## config.mk

```make
export PLATFORM = sky130hd
export DESIGN_NAME = clock_gen
export DESIGN_NICKNAME = d
export VERILOG_FILES = /design/src/rtl/clock_gen_pkg.sv /design/src/rtl/clock_gen_edge_strobe.sv /design/src/rtl/clock_gen.sv
export SDC_FILE = /design/constraint.sdc
export NUM_CORES = 1
export LEC_CHECK = 0
export ABC_AREA = 1
export CORE_ASPECT_RATIO = 0.5
export CORE_UTILIZATION = 36
export CTS_CLUSTER_SIZE = 28
export DETAILED_ROUTE_END_ITERATION = 6
export PLACE_DENSITY = 0.65
export REMOVE_ABC_BUFFERS = 1
export SLEW_MARGIN = 20
export SYNTH_ARGS = -nofsm -noshare
export SYNTH_HDL_FRONTEND = slang
export SYNTH_SLANG_ARGS = --single-unit
```

## constraint.sdc

```tcl
create_clock -name fpga_clk -period 2.04 [get_ports fpga_clk]
set_clock_uncertainty 0.1 [all_clocks]
set_input_delay 0.306 -clock fpga_clk [delete_from_list [all_inputs] [get_ports fpga_clk]]
set_output_delay 0.306 -clock fpga_clk [all_outputs]
set_load 0.02 [all_outputs]
```

## src/rtl/clock_gen_pkg.sv

```systemverilog
// Shared constants for the clock divider: default division ratio and cycle-counter width.
package clock_gen_pkg;

  localparam int unsigned DefaultDivisor = 24;
  localparam int unsigned DefaultCountW  = 32;

  // Width of a counter that must hold values 0..divisor.
  function automatic int unsigned cnt_width(input int unsigned divisor);
    return $clog2(divisor + 1);
  endfunction

endpackage

```

## src/rtl/clock_gen_edge_strobe.sv

```systemverilog
// Derives one-cycle rise/fall pulses from a registered level and a delayed copy of it.
module clock_gen_edge_strobe (
  input  logic fpga_clk,
  input  logic reset,
  input  logic level,
  output logic rise,
  output logic fall
);

  logic level_dly_q;

  // Clearing the delayed copy on reset keeps a forced-low clk_out from producing a fall pulse.
  always_ff @(posedge fpga_clk) begin
    if (reset) begin
      level_dly_q <= 1'b0;
    end else begin
      level_dly_q <= level;
    end
  end

  always_comb begin
    rise = level & ~level_dly_q;
    fall = ~level & level_dly_q;
  end

endmodule

```

## src/rtl/clock_gen.sv

```systemverilog
// Divides fpga_clk by 2*DIVISOR into a 50% duty clk_out with edge strobes and a rising-edge count.
module clock_gen
  import clock_gen_pkg::*;
#(
  parameter int unsigned DIVISOR = DefaultDivisor,
  parameter int unsigned COUNT_W = DefaultCountW
) (
  input  logic               fpga_clk,
  input  logic               reset,
  input  logic               enable,
  output logic               clk_out,
  output logic               rise_strobe,
  output logic               fall_strobe,
  output logic [COUNT_W-1:0] cycle_count
);

  localparam int unsigned    CntW   = cnt_width(DIVISOR);
  localparam logic [CntW-1:0] CntMax = CntW'(DIVISOR - 1);

  logic [CntW-1:0]    cnt_q, cnt_d;
  logic               clk_q, clk_d;
  logic [COUNT_W-1:0] count_q, count_d;
  logic               counting;

  // A high half-period always runs to completion, so disabling never leaves a runt pulse.
  always_comb begin
    counting = enable | clk_q;
    cnt_d    = cnt_q;
    clk_d    = clk_q;
    count_d  = count_q;
    if (!counting) begin
      cnt_d = '0;
    end else if (cnt_q == CntMax) begin
      cnt_d = '0;
      clk_d = ~clk_q;
      if (!clk_q) begin
        count_d = count_q + COUNT_W'(1);
      end
    end else begin
      cnt_d = cnt_q + CntW'(1);
    end
  end

  always_ff @(posedge fpga_clk) begin
    if (reset) begin
      cnt_q   <= '0;
      clk_q   <= 1'b0;
      count_q <= '0;
    end else begin
      cnt_q   <= cnt_d;
      clk_q   <= clk_d;
      count_q <= count_d;
    end
  end

  clock_gen_edge_strobe edge_strobe (
    .fpga_clk (fpga_clk),
    .reset    (reset),
    .level    (clk_q),
    .rise     (rise_strobe),
    .fall     (fall_strobe)
  );

  assign clk_out     = clk_q;
  assign cycle_count = count_q;

endmodule

```

# Yosys cells after proc, flatten, opt, wreduce, memory -nomap -nowiden
# Index checks and enable logic that the tools add are counted.
word_totals:
  ff_bits: 39
  output_inout_bits: 35
  word_cells: 16
classes:
  add_sub_neg: 2
  n_eq_ne: 1
  bitwise: 6
  reduce_logical: 3
ops:
  columns: ["op", "count"]
  rows:
  - ["adder 32 x 1 -> 32 bit (second input constant)", 1]
  - ["adder 5 x 1 -> 5 bit (second input constant)", 1]
  - ["equality test 5 bit (second input constant)", 1]
  - ["inverter 1 bit", 3]
  - ["AND reduction 3 bit", 1]
  - ["OR reduction 3 bit", 1]
  - ["bitwise AND 1 bit", 2]
  - ["AND reduction 2 bit", 1]
  - ["OR 1 bit", 1]

# Depth between registers and ports, before layout
# Gate-level depths: netlist of run 1.
logic_depth:
  word_depth: 3
  mapped_depth: 10
  mapped_depth_nobuf: 10

# By module
# Synthesis of run 1 repeated with hierarchy kept, for this count alone.
unflattened:
  cells_unflattened: 321
  hier_area_um2: 2105.8
by_module_without_submodules:
  columns: ["module", "n_inst", "cells_each", "area_each_um2"]
  rows:
  - ["clock_gen", 1, 315, 2067.0]
  - ["clock_gen_edge_strobe", 1, 6, 38.8]

# Least setup slack after synthesis of run 1
# Ideal clock, no wire load.
synth_path:
  kind: "reg2reg"
  startpoint: "register count_q[1] (netlist: cycle_count[1])"
  endpoint: "register count_q[26] (netlist: cycle_count[26])"
  setup_time_ns: 0.116
  arrival_time_ns: 1.443
  required_time_ns: 1.824
  slack_ns: 0.381
  stages_incl_launch_ff: 9
  n_path_buf: 0
  cell_sequence: "dfxtp_1 ha_1 inv_1 nor2_1 nand3_1 nor2_2 nand3_1 o21ai_0 nor2_1"
synth_between:
  elab_chain_len: 1
synth_lines:
  columns: ["item", "line", "source"]
  rows:
  - ["start, declared", "clock_gen.sv:22", "logic [COUNT_W-1:0] count_q, count_d;"]
  - ["start signal, assigned", "clock_gen.sv:52", "count_q <= count_d;"]
  - ["adder 32 x 1 -> 32 bit", "clock_gen.sv:37", "count_d = count_q + COUNT_W'(1);"]
# Every way passes these cells.
# A chain may end at the register's enable or synchronous reset.

# Worst setup path in the final report of run 1
layout_path:
  startpoint: "register count_q[1] (netlist: cycle_count[1])"
  endpoint: "register count_q[22] (netlist: cycle_count[22])"
# Same word-level chain as after synthesis.

==> run_results.csv, run 1 <==
group,metric,value,unit
synth,synthSimpleGateAreaFrac,41.2,%
synth,synth-xor-area-share,1.71,%
placement,pre_cts_slack,19.8,ps
synth,combinational_family_with_the_most_area_after_synthesis,"simple AND/OR/NAND/NOR gates",
critical_path,rr_endpoint,"cycle_count[22]",
critical_path,worst_path_max_delay_cell,"sky130_fd_sc_hd__dfxtp_1",
timing,worst_pin_slew,649,ps
critical_path,crit_required,2100,ps
timing,post-route-period-util,90.9,%
job,cap_viol_max_count,0,
route,finalWirelength,5130,microns
final_layout,layout.cells.most_common,"sky130_fd_sc_hd__nand2_1",
synth,syn-instance-count,312,
placement,post-dp-hpwl,3830,microns
synth,synth.yosys.warnings,0,
clocking,worst_skew_pair.late_latency,280,ps
timing,setup_total_negative_slack,0,ps
timing,slew-limit-headroom,56.7,%
floorplan,ioPinCount,38,
clocking,cts.sink_count,39,
synth,netlist_top_cells_area,"sky130_fd_sc_hd__dfxtp_1 38%, sky130_fd_sc_hd__nand2_1 13%, sky130_fd_sc_hd__nor2_1 11%, sky130_fd_sc_hd__inv_1 8.1%, sky130_fd_sc_hd__nand3_1 5.1%",
final_layout,n_fill_cell,503,
synth,number_of_synthesized_register_bits,39,
timing,timing.final.setup_violations,0,
critical_path,cp-startpoint,"cycle_count[1]",
clocking,path_clk_slew,60,ps
global_routing,grt_pass1_vias,1792,
critical_path,startpoint_to_endpoint_class_of_the_critical_path,"flop to flop",
floorplan,chip_width,109,microns
final_layout,multi_input_comb_area,1070,sq um
synth,synth_sequential_area_ratio,38.2,%
clocking,cts_hold_buf,0,
floorplan,fp.coreArea,5180,sq um
timing,timing.final.ws_setup,186,ps
timing,finalCriticalPeriod,1850,ps
placement,place_congestion,0.877,
route,initial_drt_pass_iterations,4,
synth,synth.largest_area_cell,"sky130_fd_sc_hd__dfxtp_1",
final_layout,final_cell_mix,"71 x sky130_fd_sc_hd__nand2_1, 59 x sky130_fd_sc_hd__nor2_1, 44 x sky130_fd_sc_hd__inv_1",
timing,fmax,539,MHz
route,detail_route.vias_per_cell,4.86,
floorplan,initial_utilization,39.4,%
route,remaining_drc_errors,0,
critical_path,endpoint,"cycle_count[22]",
global_routing,first_pass_grt_wire_length,8510,microns
synth,mappedNetlistArea,2040,sq um
synth,post_synth_cell_types,26,
clocking,h-tree-depth,2,
clocking,setup_fix_buffers_added_after_clock_tree_synthesis,0,
synth,synthMuxAreaShare,0,%
global_routing,grt_overflow,0,
floorplan,die_y,55.3,microns
placement,portBuffers,37,
route,drt-wirelength-per-cell,12.1,microns
final_layout,final_area,2680,sq um
timing,timing_hold_violations_final,0,
critical_path,cp_data_arrival_time,1920,ps
worst_hold_path,hold_path_class,"flop to flop",
power_and_ir_drop,power.density_cell_area,638,nW/um^2
floorplan,die_area,6000,sq um
critical_path,r2r_setup_slack,190,ps
synth,syn_area_per_cell,6.55,sq um
route,dr.first_iter.drc_count,132,
timing,final_max_slew_viol_count,0,
critical_path,worst_r2r_startpoint,"cycle_count[1]",
synth,yosys.area_share.adder,1.22,%
final_layout,drive_gt1_share,8.15,%
placement,placed_cell_area,2500,sq um
power_and_ir_drop,ir_worst_vdd,0.000445,V
critical_path,crit_path_start_kind,"flop",
critical_path,crit_path_capture_type,"flop",
clocking,cts_repair_resize_count,0,
global_routing,grt.total_usage,18.1,%
clocking,ctsLongestPathBuffers,2,
final_layout,synthToLayoutAreaGrowth,31.2,%
critical_path,register_to_register_path_depth,7,
power_and_ir_drop,power_leakage,1.00,nW
clocking,numCtsBuffers,5,
power_and_ir_drop,finalPower,1.71,mW
route,route.vias.total,2072,
route,antenna_left,0,
floorplan,core.rowCount,18,
global_routing,grt_antenna_before_repair,0,
synth,synth_largest_type_area_fraction,38.2,%
timing,rsz_0062_raised_after_global_routing,"false",
final_layout,final_layout_net_count,360,
critical_path,crit_fanout,8,
clocking,clock-root-buffer,"sky130_fd_sc_hd__clkbuf_16",
critical_path,maximum_single_stage_delay_on_the_critical_path,370,ps
critical_path,crit_path_cell_trace,"ha_1 > inv_1 > nor2_1 > nand3_1 > nor2_2 > and3_1 > nor3_1",
final_layout,ff_latch_area,781,sq um
global_routing,grt_max_degree,23,
clocking,cts_tree,"yes",
final_layout,total_inserted_antenna_cells,0,
synth,post_synthesis_compound_gate_area_fraction,8.08,%
outcome,run_status,"finished clean",
[how the worst min path moves through the flow]
stage,from,to,slack [ps],cells past startpoint
after floorplan,reset,cycle_count[15],270,1
after global placement,cnt_q[0],cnt_q[0],330,1
after detailed placement,cnt_q[0],cnt_q[0],340,1
after CTS,cnt_q[0],cnt_q[0],360,1
after global routing,cycle_count[5],cycle_count[5],380,2
final,cnt_q[0],cnt_q[0],350,1
[critical path, delay by kind of cell (launching register included)]
| kind | cells | cell delay [ps] |
|---|---|---|
| simple gates | 5 | 1030 |
| fa+ha+maj | 1 | 190 |
| flops | 1 | 370 |
| buf+inv | 1 | 60 |
[through the flow]
| stage | instances | hold WS, ps | utilization, % |
|---|---|---|---|
| after floorplan | 308 | 273 | - |
| after detailed placement | 418 | 344 | 48.3 |
| after global placement | 418 | 332 | 48.3 |
| after global routing | 426 | 376 | 51.7 |
| final | 426 | 347 | 51.7 |
| after CTS | 426 | 356 | 51.6 |
[synth_stat cells (all sizes together)]
cell type and instances:
a21oi 16, a31oi 2, and3 2, buf 1, clkbuf 3, dfxtp 39
ha 2, inv 46, nand2 74, nand3 24, nand4 10, nor2 68
nor3 5, nor3b 2, o21ai 13, o21bai 1, xnor2 2, xor2 2
[final cells by class]
cell class                 count  area share, %
multi-input combinational    223           40.0
sequential                    39           29.1
timing repair buffer          40           14.7
inverter                      46           6.44
clock buffer                   6           5.18
tap                           70           3.27
clock inverter                 2           1.31
[sequential cells by signal, indices dropped and copies added, names as in the netlist]
| name | count |
|---|---|
| cnt_q | 5 |
| cycle_count | 32 |
| edge_strobe.level_dly_q | 1 |
| clk_out | 1 |
[logic make-up after synthesis]
kind of cell / after synthesis
compound gates: 32
flops: 39
simple gates: 185
fa+ha+maj: 2
xor+xnor: 4
buf+inv: 50
[report_power, final]
group          internal, mW  total [mW]  leakage, nW  switching (mW)
Combinational        0.0119      0.0330        0.602          0.0211
Clock                 0.608       0.913       0.0868           0.305
Sequential            0.764       0.765        0.314         0.00128
Total                  1.38        1.71         1.00           0.327
[routing by layer]
metal	global-route usage [%]	vias to the layer above	part of all wire, %
li1	-	1069	-
met1	27.1	943	51
met2	26.8	58	42
met3	4.25	2	7.1
met4	2.51	0	0.33
met5	0	-	0
(Power assumes the default switching activity.)
==> inputs of run 2 (changes only) <==
Settings changed: ABC_CLOCK_PERIOD_IN_PS from default to 2040, CORE_MARGIN from default to 2, CORE_UTILIZATION 36 to 52, PLACE_DENSITY 0.65 to 0.86.
==> run 2 against run 1 <==
Global-route usage is 6.6 points higher. Setup slack lost 52 ps. Cell count is 4.0% lower. Combinational power is 7.0% higher. Sequential share of layout area is 0.94 points higher. Largest power group is now registers. Hold slack improved by 5.3 ps. Flip-flop and latch count did not move. Total power decreased by 13%. Count of clock-buffer cells in the layout stayed put. Design area fell by 3.1%. Clock power shrank 25%.
==> run_results.csv, run 2 (synthesized netlist as in run 1, its figures left out) <==
group,metric,value,unit
critical_path,crit_fanout,5,
route,route.vias.total,2177,
final_layout,layout.cells.most_common,"sky130_fd_sc_hd__nand2_1",
route,initial_drt_pass_iterations,6,
timing,slew-limit-headroom,55.3,%
critical_path,register_to_register_path_depth,8,
clocking,numCtsBuffers,5,
timing,final_max_slew_viol_count,0,
critical_path,crit_path_start_kind,"flop",
timing,post-route-period-util,93.5,%
timing,final.hold.worst_slack,353,ps
critical_path,worst_r2r_startpoint,"cnt_q[0]",
global_routing,first_pass_grt_wire_length,8830,microns
route,topRoutingLayerUsed,"met4",
global_routing,grt_pass1_vias,2024,
critical_path,crit_path_capture_type,"output pin",
final_layout,total_inserted_antenna_cells,0,
global_routing,grt.total_usage,24.8,%
clocking,path_clk_slew,80,ps
route,detail_route.vias_per_cell,5.32,
clocking,clock-root-buffer,"sky130_fd_sc_hd__clkbuf_8",
critical_path,maximum_single_stage_delay_on_the_critical_path,610,ps
timing,fmax,525,MHz
floorplan,chip_width,92.7,microns
timing,timing.final.setup_violations,0,
final_layout,synthToLayoutAreaGrowth,27.1,%
floorplan,initial_utilization,53.2,%
route,dr.first_iter.drc_count,206,
timing,worst_pin_slew,669,ps
power_and_ir_drop,ir_worst_vdd,0.000417,V
final_layout,number_of_flip_flops_in_the_largest_register,32,
critical_path,crit_required,1630,ps
worst_hold_path,min_delay_path_depth,1,
placement,portBuffers,37,
power_and_ir_drop,power.clock.fraction,46.0,%
worst_hold_path,hold_path_class,"flop to flop",
power_and_ir_drop,pwr-share-seq,51.6,%
route,drt-wirelength-per-cell,13.2,microns
global_routing,grt_max_degree,23,
outcome,run_status,"finished clean",
floorplan,fp.coreArea,3840,sq um
power_and_ir_drop,pwr-share-comb,2.4,%
floorplan,die_y,48.3,microns
clocking,cts.sink_count,39,
clocking,cts_tree,"yes",
timing,rsz_0062_raised_after_global_routing,"false",
critical_path,rr_endpoint,"cycle_count[12]",
final_layout,n_fill_cell,325,
route,routed-wl-met2,2630,microns
power_and_ir_drop,power.density_cell_area,570,nW/um^2
route,finalWirelength,5380,microns
power_and_ir_drop,power_leakage,0.981,nW
floorplan,ioPinCount,38,
placement,place_congestion,1.01,
worst_hold_path,holdPathEnd,"cnt_q[0]",
critical_path,startpoint_to_endpoint_class_of_the_critical_path,"flop to output pin",
route,route.met3.wl,371,microns
final_layout,final_cell_mix,"71 x sky130_fd_sc_hd__nand2_1, 59 x sky130_fd_sc_hd__nor2_1, 44 x sky130_fd_sc_hd__inv_1",
critical_path,r2r_setup_slack,160,ps
critical_path,cp_data_arrival_time,1500,ps
worst_hold_path,hold_path.startpoint,"cnt_q[0]",
critical_path,worst_path_max_delay_cell,"sky130_fd_sc_hd__clkdlybuf4s50_1",
timing,finalCriticalPeriod,1910,ps
power_and_ir_drop,switching_share,20.9,%
final_layout,finish.utilization,67.5,%
final_layout,drive_gt1_share,7.89,%
floorplan,core.rowCount,16,
critical_path,crit_path_cell_trace,"inv_1 > nor2_1 > clkdlybuf4s50_1",
clocking,setup_fix_buffers_added_after_clock_tree_synthesis,0,
floorplan,die_area,4480,sq um
placement,post-dp-hpwl,3880,microns
timing,timing_hold_violations_final,0,
route,antenna_left,0,
power_and_ir_drop,switching_pwr,0.310,mW
clocking,worst_skew_pair.late_latency,300,ps
clocking,ctsLongestPathBuffers,2,
route,drt-met1-wl,2280,microns
power_and_ir_drop,intPower,1.17,mW
final_layout,final_layout_net_count,359,
clocking,h-tree-depth,2,
global_routing,grt_antenna_before_repair,0,
global_routing,grt_overflow,0,
job,cap_viol_max_count,0,
route,remaining_drc_errors,0,
==> run 2: layout make-up <==
| type | count | area, sq um | share of cell area, % |
|---|---|---|---|
| clock inverter | 2 | 35.0 | 1.35 |
| clock buffer | 6 | 82.6 | 3.18 |
| multi-input combinational | 223 | 1070 | 41.3 |
| timing repair buffer | 39 | 385 | 14.8 |
| inverter | 46 | 173 | 6.65 |
| tap | 54 | 67.6 | 2.60 |
| sequential | 39 | 781 | 30.1 |
==> run 2: power groups by stage <==
| stage | clock network, mW | registers (mW) | logic, mW |
|---|---|---|---|
| floorplan | 0 | 0.781 | 0.0186 |
| global placement | 0 | 0.782 | 0.0323 |
| detailed placement | 0 | 0.782 | 0.0342 |
| CTS | 0.691 | 0.764 | 0.0348 |
| global route | 0.721 | 0.764 | 0.0399 |
| finish | 0.681 | 0.764 | 0.0353 |
==> run 2: how the worst max path moves through the flow <==
| stage | end | slack (ps) | depth (start not counted) | startpoint |
|---|---|---|---|---|
| after global routing | cycle_count[12] | 3 | 8 | cnt_q[0] |
| after floorplan | cycle_count[8] | 380 | 10 | cnt_q[0] |
| after CTS | cycle_count[8] | 120 | 10 | cnt_q[0] |
| after global placement | cycle_count[8] | 60 | 10 | enable |
| after detailed placement | cycle_count[8] | -40 | 10 | enable |
| final | rise_strobe | 130 | 3 | clk_out |
==> run 2: what timing repair did <==
action / 4_1_cts / 5_1_grt
endpoints found under the setup margin: 0 / 4
gates resized for setup: 0 / 1
hold buffers: 0 / 0
==> run 2: layer usage <==
layer | track usage [%] | up-vias
li1 | - | 1069
met1 | 30.7 | 1009
met2 | 42.7 | 88
met3 | 5.45 | 11
met4 | 9.31 | 0
met5 | 0 | -
==> run 2: worst max-delay path, delay by kind of cell, from the launching register on <==
family,cells,cell delay [ps]
AND/OR/NAND/NOR,1,100
buffers and inverters,2,700
flip-flops,1,400
==> run 2: stage by stage <==
step	instances	setup TNS [ps]	total power, mW	worst slack, ps	cell area (sq um)
floorplan	308	0	0.800	376	2020
global placement	401	0	0.814	60.6	2470
detailed placement	401	-81.5	0.816	-40.1	2470
CTS	409	0	1.49	125	2590
global route	409	0	1.52	3.34	2600
finish	409	0	1.48	134	2600
==> inputs of run 3 (changes only) <==
Settings changed: GPL_TIMING_DRIVEN from default to 0.
==> run 3 against run 2 <==
Register-to-register slack hardly changed. Sequential power about the same. Routed wire length decreased by 8.7%. Critical path depth unchanged. Sequential share of layout area increased by 0.41 points. Flip-flop and latch count unchanged. Non-clock buffer count fell by 2. Maximum frequency grew 0.67%. Combinational power rose by 2%. Via count is 0.37% lower. Core utilization down 0.91 points. Largest cell class unchanged.
==> run_results.csv, run 3 (synthesized netlist as in run 1, its figures left out) <==
group,metric,value,unit
critical_path,crit_path_start_kind,"flop",
floorplan,fp.coreArea,3840,sq um
critical_path,startpoint_to_endpoint_class_of_the_critical_path,"flop to output pin",
critical_path,crit_fanout,5,
placement,portBuffers,37,
clocking,worst_skew_pair.late_latency,290,ps
timing,timing.final.ws_setup,146,ps
power_and_ir_drop,power_leakage,0.962,nW
placement,numPlacedInstances,399,
power_and_ir_drop,power.clock.fraction,38.7,%
critical_path,cp_data_arrival_time,1490,ps
final_layout,final_layout_net_count,358,
floorplan,core.rowCount,16,
placement,place_congestion,0.915,
clocking,path_clk_slew,70,ps
route,drt-wirelength-per-cell,12.0,microns
job,cap_viol_max_count,0,
route,detail_route.vias_per_cell,5.32,
final_layout,number_of_flip_flops_in_the_largest_register,32,
critical_path,crit_path_capture_type,"output pin",
global_routing,grt_max_degree,23,
worst_hold_path,hold_path_class,"flop to flop",
route,routed-wl-met2,2280,microns
clocking,clock-root-buffer,"sky130_fd_sc_hd__clkbuf_8",
global_routing,grt.total_usage,22.2,%
power_and_ir_drop,power.density_cell_area,510,nW/um^2
floorplan,chip_width,92.7,microns
power_and_ir_drop,pwr-share-comb,2.8,%
floorplan,initial_utilization,53.2,%
final_layout,drive_gt1_share,7.91,%
route,route.vias.total,2169,
clocking,ctsLongestPathBuffers,2,
route,topRoutingLayerUsed,"met4",
outcome,run_status,"finished clean",
route,initial_drt_pass_iterations,4,
timing,slew-limit-headroom,47.8,%
final_layout,final_cell_mix,"71 x sky130_fd_sc_hd__nand2_1, 59 x sky130_fd_sc_hd__nor2_1, 43 x sky130_fd_sc_hd__inv_1",
clocking,cts_hold_buf,0,
timing,rsz_0062_raised_after_global_routing,"false",
route,finalWirelength,4910,microns
power_and_ir_drop,ir_worst_vdd,0.000398,V
route,antenna_left,0,
timing,fmax,528,MHz
route,dr.first_iter.drc_count,154,
final_layout,layout.cells.most_common,"sky130_fd_sc_hd__nand2_1",
floorplan,ioPinCount,38,
critical_path,crit_required,1630,ps
placement,pre_cts_slack,-175,ps
global_routing,grt_overflow,0,
timing,final_max_slew_viol_count,0,
global_routing,grt_pass1_vias,1926,
global_routing,first_pass_grt_wire_length,8110,microns
timing,timing_hold_violations_final,0,
timing,post-route-period-util,92.8,%
power_and_ir_drop,intPower,1.01,mW
final_layout,total_inserted_antenna_cells,0,
timing,finalCriticalPeriod,1890,ps
power_and_ir_drop,switching_share,22.8,%
route,route.met3.wl,363,microns
clocking,h-tree-depth,2,
final_layout,final_area,2560,sq um
final_layout,final_cells,408,
clocking,setup_fix_buffers_added_after_clock_tree_synthesis,0,
route,remaining_drc_errors,0,
clocking,cts_tree,"yes",
placement,post-dp-hpwl,3520,microns
timing,timing.final.setup_violations,0,
power_and_ir_drop,pwr-share-seq,58.5,%
timing,worst_pin_slew,781,ps
floorplan,die_y,48.3,microns
final_layout,synthToLayoutAreaGrowth,25.4,%
floorplan,die_area,4480,sq um
power_and_ir_drop,switching_pwr,0.298,mW
route,drt-met1-wl,2240,microns
clocking,cts.sink_count,39,
placement,placed_cell_area,2460,sq um
clocking,numCtsBuffers,5,
global_routing,grt_antenna_before_repair,0,
[run 3: cell types whose count changed in the layout (fill, tap and decap cells not counted)]
cell / change
sky130_fd_sc_hd__dlymetal6s2s_1: +1
sky130_fd_sc_hd__buf_4: -2
sky130_fd_sc_hd__clkbuf_8: -1
sky130_fd_sc_hd__clkinvlp_4: +2
sky130_fd_sc_hd__bufinv_16: -1
sky130_fd_sc_hd__clkinv_2: +2
sky130_fd_sc_hd__clkdlybuf4s50_1: -1
sky130_fd_sc_hd__inv_1: -1
[run 3: final timing paths]
| check | startpoint | endpoint | slack, ps | cells past startpoint |
|---|---|---|---|---|
| min reg2reg | cnt_q[0] | cnt_q[0] | 350 | 1 |
| max reg2reg | cnt_q[0] | cycle_count[22] | 170 | 7 |
| max | clk_out | rise_strobe | 150 | 3 |
| min | cnt_q[0] | cnt_q[0] | 350 | 1 |
[run 3: metal layers]
layer	vias up	global-route usage, %
met5	-	0
met4	0	4.17
met3	8	4.98
met2	68	38.1
met1	1027	29.3
li1	1066	-
[run 3: stage by stage]
stage / TNS (ps) / utilization [%] / hold WS, ps / total power, mW
finish: 0 / 66.6 / 347 / 1.31
global route: 0 / 66.6 / 387 / 1.35
CTS: 0 / 66.1 / 353 / 1.31
detailed placement: -2170 / 64.0 / 336 / 0.814
global placement: -1190 / 64.0 / 331 / 0.812
floorplan: 0 / - / 273 / 0.800
[run 3: worst max-delay path, cell delays in order (launching register included)]
cell and delay (ps):
sky130_fd_sc_hd__dfxtp_1 410, sky130_fd_sc_hd__inv_1 90, sky130_fd_sc_hd__nor2_1 90, sky130_fd_sc_hd__clkdlybuf4s50_1 610
[run 3: final cells by class]
cell class	count	area (sq um)
timing repair buffer	37	373
clock inverter	3	15.0
multi-input combinational	223	1070
clock buffer	5	68.8
inverter	46	176
timing repair inverter	1	7.51
fill	321	1280
sequential	39	781
tap	54	67.6
[run 3: power by group through the flow]
stage / logic [mW] / registers [mW] / clock network (mW)
6_report: 0.0361 / 0.764 / 0.506
5_1_grt: 0.0404 / 0.764 / 0.545
4_1_cts: 0.0328 / 0.764 / 0.516
3_5_place_dp: 0.0322 / 0.782 / 0
3_3_place_gp: 0.0308 / 0.782 / 0
2_1_floorplan: 0.0186 / 0.781 / 0
[run 3: what timing repair did]
item,in CTS,in global routing
gates resized for setup,0,4
hold endpoints to repair,0,0
setup endpoints to repair,0,10
